==> src/rtl/counter_bcd_display_pkg.sv <==
// Shared definitions for the BCD display counter: width helper and 7-segment encodings.
// Segment vectors are {g,f,e,d,c,b,a}, active-low.
package counter_bcd_display_pkg;

  function automatic int clog2(input int value);
    int result;
    int remaining;
    result = 0;
    remaining = value - 1;
    while (remaining > 0) begin
      result++;
      remaining = remaining >> 1;
    end
    return result;
  endfunction

  localparam logic [6:0] SEG_0     = 7'b1000000;
  localparam logic [6:0] SEG_1     = 7'b1111001;
  localparam logic [6:0] SEG_2     = 7'b0100100;
  localparam logic [6:0] SEG_3     = 7'b0110000;
  localparam logic [6:0] SEG_4     = 7'b0011001;
  localparam logic [6:0] SEG_5     = 7'b0010010;
  localparam logic [6:0] SEG_6     = 7'b0000010;
  localparam logic [6:0] SEG_7     = 7'b1111000;
  localparam logic [6:0] SEG_8     = 7'b0000000;
  localparam logic [6:0] SEG_9     = 7'b0010000;
  localparam logic [6:0] SEG_BLANK = 7'b1111111;

  function automatic logic [6:0] seg_decode(input logic [3:0] digit);
    case (digit)
      4'd0:    return SEG_0;
      4'd1:    return SEG_1;
      4'd2:    return SEG_2;
      4'd3:    return SEG_3;
      4'd4:    return SEG_4;
      4'd5:    return SEG_5;
      4'd6:    return SEG_6;
      4'd7:    return SEG_7;
      4'd8:    return SEG_8;
      4'd9:    return SEG_9;
      default: return SEG_BLANK;
    endcase
  endfunction

endpackage

==> src/rtl/counter_bcd_display_digit.sv <==
// One BCD digit of the up/down ripple chain; step_out is the carry (up) or borrow (down).
module bcd_digit_updown (
  input  logic       clk,
  input  logic       aclr,
  input  logic       step_in,
  input  logic       up,
  input  logic       load,
  input  logic [3:0] load_digit,
  output logic [3:0] digit,
  output logic       step_out
);

  logic [3:0] digit_reg;
  logic [3:0] digit_next;

  always_comb begin
    digit_next = digit_reg;
    if (load) begin
      digit_next = (load_digit > 4'd9) ? 4'd9 : load_digit;
    end else if (step_in) begin
      if (up) begin
        digit_next = (digit_reg == 4'd9) ? 4'd0 : digit_reg + 4'd1;
      end else begin
        digit_next = (digit_reg == 4'd0) ? 4'd9 : digit_reg - 4'd1;
      end
    end
  end

  always_ff @(posedge clk or negedge aclr) begin
    if (!aclr) begin
      digit_reg <= 4'd0;
    end else begin
      digit_reg <= digit_next;
    end
  end

  assign digit    = digit_reg;
  assign step_out = step_in & (up ? (digit_reg == 4'd9) : (digit_reg == 4'd0));

endmodule

==> src/rtl/counter_bcd_display.sv <==
// Prescaled BCD up/down counter with load, wrap/tick pulses and 7-segment outputs.
module counter_bcd_display
  import counter_bcd_display_pkg::*;
#(
  parameter int DIGITS   = 4,
  parameter int PRESCALE = 10000000,
  parameter int LZB      = 0
) (
  input  logic                  clk,
  input  logic                  aclr,
  input  logic                  enable,
  input  logic                  up,
  input  logic                  load,
  input  logic [4*DIGITS-1:0]   load_value,
  output logic [4*DIGITS-1:0]   count,
  output logic [7*DIGITS-1:0]   hex,
  output logic                  tick,
  output logic                  wrap
);

  localparam int              PW      = (clog2(PRESCALE) > 1) ? clog2(PRESCALE) : 1;
  localparam logic [PW-1:0]   PRE_MAX = PW'(PRESCALE - 1);

  logic [PW-1:0] prescale_reg;
  logic [PW-1:0] prescale_next;
  logic          tick_reg;
  logic          wrap_reg;
  logic          step;

  // Load wins over a coincident step, so the step is suppressed here rather than in each digit.
  assign step = enable && (prescale_reg == PRE_MAX) && !load;

  always_comb begin
    prescale_next = prescale_reg;
    if (load) begin
      prescale_next = '0;
    end else if (enable) begin
      prescale_next = (prescale_reg == PRE_MAX) ? '0 : prescale_reg + PW'(1);
    end
  end

  always_ff @(posedge clk or negedge aclr) begin
    if (!aclr) begin
      prescale_reg <= '0;
      tick_reg     <= 1'b0;
      wrap_reg     <= 1'b0;
    end else begin
      prescale_reg <= prescale_next;
      tick_reg     <= step;
      wrap_reg     <= g_digit[DIGITS-1].step_out;
    end
  end

  genvar gi;
  generate
    for (gi = 0; gi < DIGITS; gi++) begin : g_digit
      logic       step_in;
      logic       step_out;
      logic [3:0] digit;
      logic       zero_above;

      if (gi == 0) begin : g_first
        assign step_in = step;
      end else begin : g_chain
        assign step_in = g_digit[gi-1].step_out;
      end

      // zero_above: every more-significant digit is zero, so a zero here is a leading zero.
      if (gi == DIGITS - 1) begin : g_top
        assign zero_above = 1'b1;
      end else begin : g_lower
        assign zero_above = g_digit[gi+1].zero_above && (g_digit[gi+1].digit == 4'd0);
      end

      bcd_digit_updown u_digit (
        .clk        (clk),
        .aclr       (aclr),
        .step_in    (step_in),
        .up         (up),
        .load       (load),
        .load_digit (load_value[4*gi +: 4]),
        .digit      (digit),
        .step_out   (step_out)
      );

      assign count[4*gi +: 4] = digit;
      assign hex[7*gi +: 7]   = ((LZB != 0) && (gi != 0) && zero_above && (digit == 4'd0))
                                ? SEG_BLANK : seg_decode(digit);
    end
  endgenerate

  assign tick = tick_reg;
  assign wrap = wrap_reg;

endmodule

==> config.mk <==
export PLATFORM = sky130hd
export DESIGN_NAME = counter_bcd_display
export DESIGN_NICKNAME = d
export VERILOG_FILES = /design/src/rtl/counter_bcd_display_pkg.sv /design/src/rtl/counter_bcd_display_digit.sv /design/src/rtl/counter_bcd_display.sv
export SDC_FILE = /design/constraint.sdc
export NUM_CORES = 1
export LEC_CHECK = 0
export ABC_AREA = 1
export CAP_MARGIN = 20
export CORE_ASPECT_RATIO = 0.5
export CORE_MARGIN = 2
export CORE_UTILIZATION = 57
export DETAILED_ROUTE_END_ITERATION = 6
export HOLD_SLACK_MARGIN = 0.12
export PLACE_DENSITY_LB_ADDON = 0.15
export SYNTH_ARGS = -nofsm -noshare
export SYNTH_HDL_FRONTEND = slang
export SYNTH_SLANG_ARGS = --single-unit
==> constraint.sdc <==
create_clock -name clk -period 2.81 [get_ports clk]
set_clock_uncertainty 0.15 [all_clocks]
set_input_delay 0.562 -clock clk [delete_from_list [all_inputs] [get_ports clk]]
set_output_delay 0.562 -clock clk [all_outputs]
set_load 0.1 [all_outputs]
==> impl_metrics.sql, run 1 <==
INSERT INTO impl_metrics (metric_group, metric, value, unit) VALUES
('logic_synthesis', 'gate_count_post_synth', '515', ''),
('floorplanning', 'fp.coreArea', '0.00603', 'mm^2'),
('logic_synthesis', 'synth_most_common_cell', 'nand2_1', ''),
('logic_synthesis', 'yosys_register_bits', '42', ''),
('clocking', 'post_cts_resized', '0', ''),
('logic_synthesis', 'yosys_most_used_dff', 'dfrtp_1', ''),
('sta', 'report.final.hold_viol_count', '0', ''),
('clocking', 'ctsHoldBuffers', '0', ''),
('route', 'detail_route.wirelength', '9060', 'um'),
('route', 'first_iter_violations', '229', ''),
('sta', 'worst_slew_margin_rel', '58.9', '%'),
('finish', 'final_util', '80.6', '%'),
('floorplanning', 'die_h', '59.6', 'um'),
('clocking', 'clockRootBuffer', 'clkbuf_16', ''),
('global_routing', 'grt_max_degree', '26', ''),
('finish', 'area_delta_synth_final', '38.0', '%'),
('global_routing', 'groute.usage.overall', '27.6', '%'),
('logic_synthesis', 'synthesis.nets', '557', ''),
('outcome', 'result_of_the_run', 'complete, no violations', ''),
('clocking', 'cts_buffer_depth', '2', ''),
('logic_synthesis', 'synth.area.mux_share', '0', '%'),
('place', 'dp.final_hpwl', '7000', 'um'),
('worst_setup_path', 'cp_data_required_time', '2.10', 'ns'),
('global_routing', 'grt_antenna_before_repair', '0', ''),
('finish', 'layout-drive-gt1-share', '24.4', '%'),
('logic_synthesis', 'yosys.cell_types.count', '38', ''),
('sta', 'hold-worst-slack', '0.115', 'ns'),
('floorplanning', 'pin_count', '67', ''),
('finish', 'largest_register_ffs', '24', ''),
('logic_synthesis', 'edff_count_synth', '0', ''),
('worst_setup_path', 'cp-end-kind', 'output pin', ''),
('logic_synthesis', 'yosys_warnings', '0', ''),
('logic_synthesis', 'synth-compound-area-share', '14.7', '%'),
('sta', 'worst_slew_pin_slew', '0.610', 'ns'),
('place', 'io_buffers', '66', ''),
('sta', 'fmax', '391', 'MHz'),
('route', 'detail_route.drc_violations', '0', ''),
('sta', 'final.min_clock_period', '2.56', 'ns'),
('floorplanning', 'initial_utilization', '58.4', '%'),
('sta', 'finalSetupViolations', '0', ''),
('logic_synthesis', 'post_synth_main_area_contributors', 'dfrtp_1 (30%), nand2_1 (14%), ha_1 (7.5%)', ''),
('clocking', 'cts_tree', 'yes', ''),
('finish', 'num-nets-final', '626', ''),
('clocking', 'worst_skew_pair.late_latency', '0.29', 'ns'),
('sta', 'finalMaxSlewViolations', '0', ''),
('job', 'cap_viol_max_count', '0', ''),
('logic_synthesis', 'synth_xor_xnor_area_share', '3.98', '%'),
('logic_synthesis', 'commonest_cells_in_the_netlist', 'nand2_1 (129), nor2_1 (52), o21ai_0 (51)', ''),
('logic_synthesis', 'seq_area_frac_synth', '29.8', '%'),
('logic_synthesis', 'synth_top_family_by_area', 'simple AND/OR/NAND/NOR gates', ''),
('place', 'dp_cells', '665', ''),
('power', 'ir_drop', '0.490', 'mV'),
('logic_synthesis', 'yosysTopAreaCellShare', '29.8', '%'),
('route', 'wire_per_inst', '13.5', 'um'),
('place', 'pre_cts_slack', '0.437', 'ns'),
('logic_synthesis', 'postSynthAreaPerCell', '6.84', 'um^2'),
('global_routing', 'grt_overflow_total', '0', ''),
('route', 'detailroute.via_count', '3631', ''),
('floorplanning', 'die_w', '115', 'um'),
('route', 'drtPass1Iterations', '5', ''),
('worst_setup_path', 'critPathLaunchType', 'flip-flop', ''),
('global_routing', 'grt_pass1_wl', '14900', 'um'),
('finish', 'final_design_area_no_fill', '0.00486', 'mm^2'),
('logic_synthesis', 'synth_area', '0.00352', 'mm^2'),
('finish', 'antenna-diode-count', '0', ''),
('logic_synthesis', 'synth_largest_area_cell', 'dfrtp_1', ''),
('floorplanning', 'num_rows', '20', ''),
('worst_setup_path', 'worst_ep_arrival_time', '1.85', 'ns'),
('worst_setup_path', 'worst-setup-path-type', 'flip-flop to output pin', ''),
('clocking', 'htree_num_levels', '2', ''),
('sta', 'worst_slack', '0.251', 'ns');
-- cells by family (layout without fill, tap and decap cells) --
| group | Yosys count | in the layout |
|---|---|---|
| adders and majority gates | 21 | 21 |
| buffers and inverters | 70 | 140 |
| AOI/OAI and AO/OA | 94 | 94 |
| xor gates and xnor gates | 16 | 16 |
| and+or+nand+nor | 272 | 272 |
| DFF | 42 | 42 |
-- layer usage --
metal	routed length (um)	GRT usage, %	share of wire [%]
met3	491	4.81	5.4
met2	4140	46.0	46
met5	0	0	0
met1	4280	36.8	47
met4	151	9.81	1.7
-- worst paths after layout --
path	slack, ns	to	cells past startpoint	startpoint
min in group clk	0.37	prescale_reg[1]$_DFFE_PN0P_	2	prescale_reg[1]$_DFFE_PN0P_
max in group asynchronous	1.74	prescale_reg[3]$_DFFE_PN0P_	2	aclr
min	0.12	g_digit[0].u_digit.digit[1]$_DFFE_PN0P_	1	aclr
min reg2reg	0.37	prescale_reg[1]$_DFFE_PN0P_	2	prescale_reg[1]$_DFFE_PN0P_
max reg2reg	0.86	g_digit[1].u_digit.digit[2]$_DFFE_PN0P_	8	g_digit[1].u_digit.digit[0]$_DFFE_PN0P_
max	0.25	hex[24]	5	g_digit[3].u_digit.digit[1]$_DFFE_PN0P_
-- power breakdown --
part | total [mW] | switching, mW | internal, mW
clock network | 0.567 | 0.238 | 0.329
logic | 2.59 | 1.80 | 0.784
registers | 0.775 | 0.115 | 0.660
total | 3.93 | 2.15 | 1.77
-- cell usage in the layout, fill, tap and decap left out, types with 7 or more instances in the layout --
| master | synthesis | final |
|---|---|---|
| o21ai_0 | 51 | 36 |
| o21ai_4 | 0 | 9 |
| inv_2 | 7 | 7 |
| inv_1 | 49 | 47 |
| nor2_1 | 52 | 52 |
| nor3_1 | 7 | 7 |
| nand3_1 | 44 | 41 |
| clkdlybuf4s50_1 | 0 | 19 |
| dfrtp_1 | 42 | 28 |
| a21oi_1 | 22 | 21 |
| buf_12 | 0 | 22 |
| nand2_1 | 129 | 122 |
| xor2_1 | 12 | 12 |
| buf_4 | 3 | 33 |
| ha_1 | 21 | 20 |
| dfrtp_2 | 0 | 9 |
| nand2_2 | 5 | 12 |
| nand4_1 | 8 | 8 |
| o21ai_1 | 5 | 7 |
-- cell type report --
type / count / area [um^2]
multi-input cells: 403 / 2420
clock inverters: 2 / 13.8
repair buffers: 75 / 883
well taps: 88 / 110
clock buffers: 6 / 129
flip-flops and latches: 42 / 1080
fillers: 405 / 1170
inverters: 57 / 221
-- worst max-delay path, stage by stage, from the launching register on --
cell     delay, ns
dfrtp_2       0.45
inv_1         0.10
ha_1          0.21
o21ai_0       0.50
o21ai_4       0.09
buf_12        0.19
-- metrics by stage --
stage / total power [mW] / setup TNS [ns]
after floorplan: 2.63 / -0.546
after global placement: 3.35 / 0
after detailed placement: 3.36 / 0
after CTS: 3.94 / 0
after global routing: 4.09 / 0
final: 3.93 / 0
Note: power is estimated with default switching activity, not from simulation.
==> inputs of run 2 (changes only) <==
- RECOVER_POWER: default -> 50
==> impl_metrics.sql, run 2 (synthesis results as in run 1) <==
INSERT INTO impl_metrics (metric_group, metric, value, unit) VALUES
('route', 'avgViaCountPerCell', '5.42', ''),
('outcome', 'result_of_the_run', 'complete, no violations', ''),
('worst_setup_path', 'critPathLaunchType', 'flip-flop', ''),
('finish', 'final_design_area_no_fill', '0.00477', 'mm^2'),
('sta', 'rsz_0062_raised_after_global_routing', 'false', ''),
('clocking', 'ctsHoldBuffers', '0', ''),
('finish', 'final_util', '79.1', '%'),
('sta', 'fmax', '391', 'MHz'),
('worst_setup_path', 'crit_chain', 'inv_1, ha_1, o21ai_0, o21ai_4, buf_12', ''),
('power', 'cellPowerDensity', '815', 'mW/mm^2'),
('sta', 'worst_slew_pin_slew', '1.36', 'ns'),
('global_routing', 'first_global_vias', '3243', ''),
('finish', 'mostFrequentLayoutCell', 'nand2_1', ''),
('worst_setup_path', 'timing.critical_path.fanout_max', '8', ''),
('route', 'wire_per_inst', '13.5', 'um'),
('finish', 'area_delta_synth_final', '35.4', '%'),
('finish', 'num-nets-final', '626', ''),
('sta', 'worst_slack', '0.255', 'ns'),
('clocking', 'worst_skew_pair.late_latency', '0.29', 'ns'),
('route', 'detail_route.drc_violations', '0', ''),
('clocking', 'htree_num_levels', '2', ''),
('route', 'first_iter_violations', '210', ''),
('power', 'finalPower', '3.89', 'mW'),
('worst_setup_path', 'worst-setup-path-type', 'flip-flop to output pin', ''),
('place', 'dp.final_hpwl', '7000', 'um'),
('place', 'io_buffers', '66', ''),
('route', 'drtPass1Iterations', '5', ''),
('clocking', 'clock_pin_slew_reported_for_the_worst_setup_and_hold_paths_after_clock_tree_synthesis', '0.06', 'ns'),
('global_routing', 'grt_max_degree', '26', ''),
('power', 'cellLeakagePower', '2.15', 'nW'),
('sta', 'tns', '0', 'ns'),
('clocking', 'postCtsSetupBuffers', '0', ''),
('worst_setup_path', 'worst_ep_arrival_time', '1.84', 'ns'),
('finish', 'multi_input_logic_area', '0.00241', 'mm^2'),
('route', 'route.antenna.remaining_nets', '0', ''),
('sta', 'final_min_period_over_clock_period', '90.9', '%'),
('floorplanning', 'num_rows', '20', ''),
('floorplanning', 'fp.coreArea', '0.00603', 'mm^2'),
('worst_setup_path', 'critical-path-max-stage-delay', '0.50', 'ns'),
('place', 'postPlaceCellArea', '0.00472', 'mm^2'),
('clocking', 'cts_sinks', '42', ''),
('clocking', 'numCtsBuffers', '5', ''),
('floorplanning', 'die_w', '115', 'um'),
('finish', 'largest_register_ffs', '24', ''),
('route', 'detailroute.via_count', '3645', ''),
('place', 'pre_cts_slack', '0.437', 'ns'),
('sta', 'finalMaxSlewViolations', '0', ''),
('clocking', 'cts_tree', 'yes', ''),
('hold_path', 'worstHoldPathType', 'flip-flop to flip-flop', ''),
('floorplanning', 'pin_count', '67', ''),
('floorplanning', 'initial_utilization', '58.4', '%'),
('finish', 'layout-drive-gt1-share', '20.9', '%'),
('finish', 'regArea', '0.00108', 'mm^2'),
('finish', 'antenna-diode-count', '0', ''),
('global_routing', 'grt_antenna_before_repair', '0', ''),
('sta', 'worst_slew_margin_rel', '9.27', '%'),
('finish', 'layout.cells.most_common_list', 'nand2_1 (123), nor2_1 (53), inv_1 (47)', ''),
('clocking', 'post_cts_resized', '0', ''),
('clocking', 'clockRootBuffer', 'clkbuf_16', ''),
('sta', 'finalSetupViolations', '0', ''),
('job', 'cap_viol_max_count', '0', ''),
('worst_setup_path', 'cp_data_required_time', '2.10', 'ns'),
('global_routing', 'grt_pass1_wl', '14900', 'um'),
('worst_setup_path', 'cp-end-kind', 'output pin', ''),
('floorplanning', 'die_h', '59.6', 'um'),
('power', 'ir_drop', '0.468', 'mV'),
('worst_setup_path', 'critical-path-slowest-cell', 'o21ai_0', ''),
('route', 'detail_route.wirelength', '9060', 'um'),
('place', 'place.gp.congestion', '0.934', ''),
('sta', 'report.final.hold_viol_count', '0', ''),
('finish', 'filler_cell_count', '426', ''),
('global_routing', 'groute.usage.overall', '27.6', '%'),
('global_routing', 'grt_overflow_total', '0', ''),
('floorplanning', 'area_of_the_die', '0.00687', 'mm^2'),
('sta', 'final.min_clock_period', '2.55', 'ns'),
('clocking', 'cts_buffer_depth', '2', '');
==> run 2: layer usage <==
| layer | vias up | wire (um) | global-route usage, % |
|---|---|---|---|
| met1 | 1663 | 4260 | 36.8 |
| met2 | 127 | 4100 | 46.0 |
| li1 | 1838 | - | - |
| met4 | 0 | 153 | 9.81 |
| met3 | 17 | 538 | 4.81 |
| met5 | - | 0 | 0 |
==> run 2: power by group <==
| group | switching, mW | internal [mW] |
|---|---|---|
| combinational | 1.80 | 0.749 |
| clock | 0.239 | 0.329 |
| sequential | 0.113 | 0.660 |
| total | 2.15 | 1.74 |
==> run 2: critical path: cells and delay by family, from the launching register on <==
family                   cells  cell delay (ns)
AO/OA/AOI/OAI                2             0.59
adder cells (fa/ha/maj)      1             0.21
buffers and inverters        2             0.29
flip-flops                   1             0.45
==> run 2: stage by stage <==
stage	cells	hold slack [ns]
global placement	665	0.348
floorplan	515	0.116
finish	673	0.370
global route	673	0.401
CTS	673	0.138
detailed placement	665	0.357
==> run 2: path summary, 6_finish.rpt <==
kind                       cells after the start                                    start  slack (ns)                                      end
max in group asynchronous                      2                                     aclr        0.97              prescale_reg[3]$_DFFE_PN0P_
min reg2reg                                    2              prescale_reg[1]$_DFFE_PN0P_        0.37              prescale_reg[1]$_DFFE_PN0P_
max reg2reg                                    9              prescale_reg[0]$_DFFE_PN0P_        0.67  g_digit[3].u_digit.digit[0]$_DFFE_PN0P_
min in group asynchronous                      1                                     aclr        0.42  g_digit[0].u_digit.digit[1]$_DFFE_PN0P_
max                                            5  g_digit[3].u_digit.digit[1]$_DFFE_PN0P_        0.26                                  hex[24]
min                                            2              prescale_reg[1]$_DFFE_PN0P_        0.37              prescale_reg[1]$_DFFE_PN0P_
==> run 2: layout make-up <==
| cell class | count | share of cell area [%] |
|---|---|---|
| sequential | 42 | 22.6 |
| timing repair buffer | 75 | 17.0 |
| inverter | 57 | 4.64 |
| tap | 88 | 2.31 |
| clock buffer | 6 | 2.70 |
| multi-input combinational | 403 | 50.4 |
| clock inverter | 2 | 0.288 |
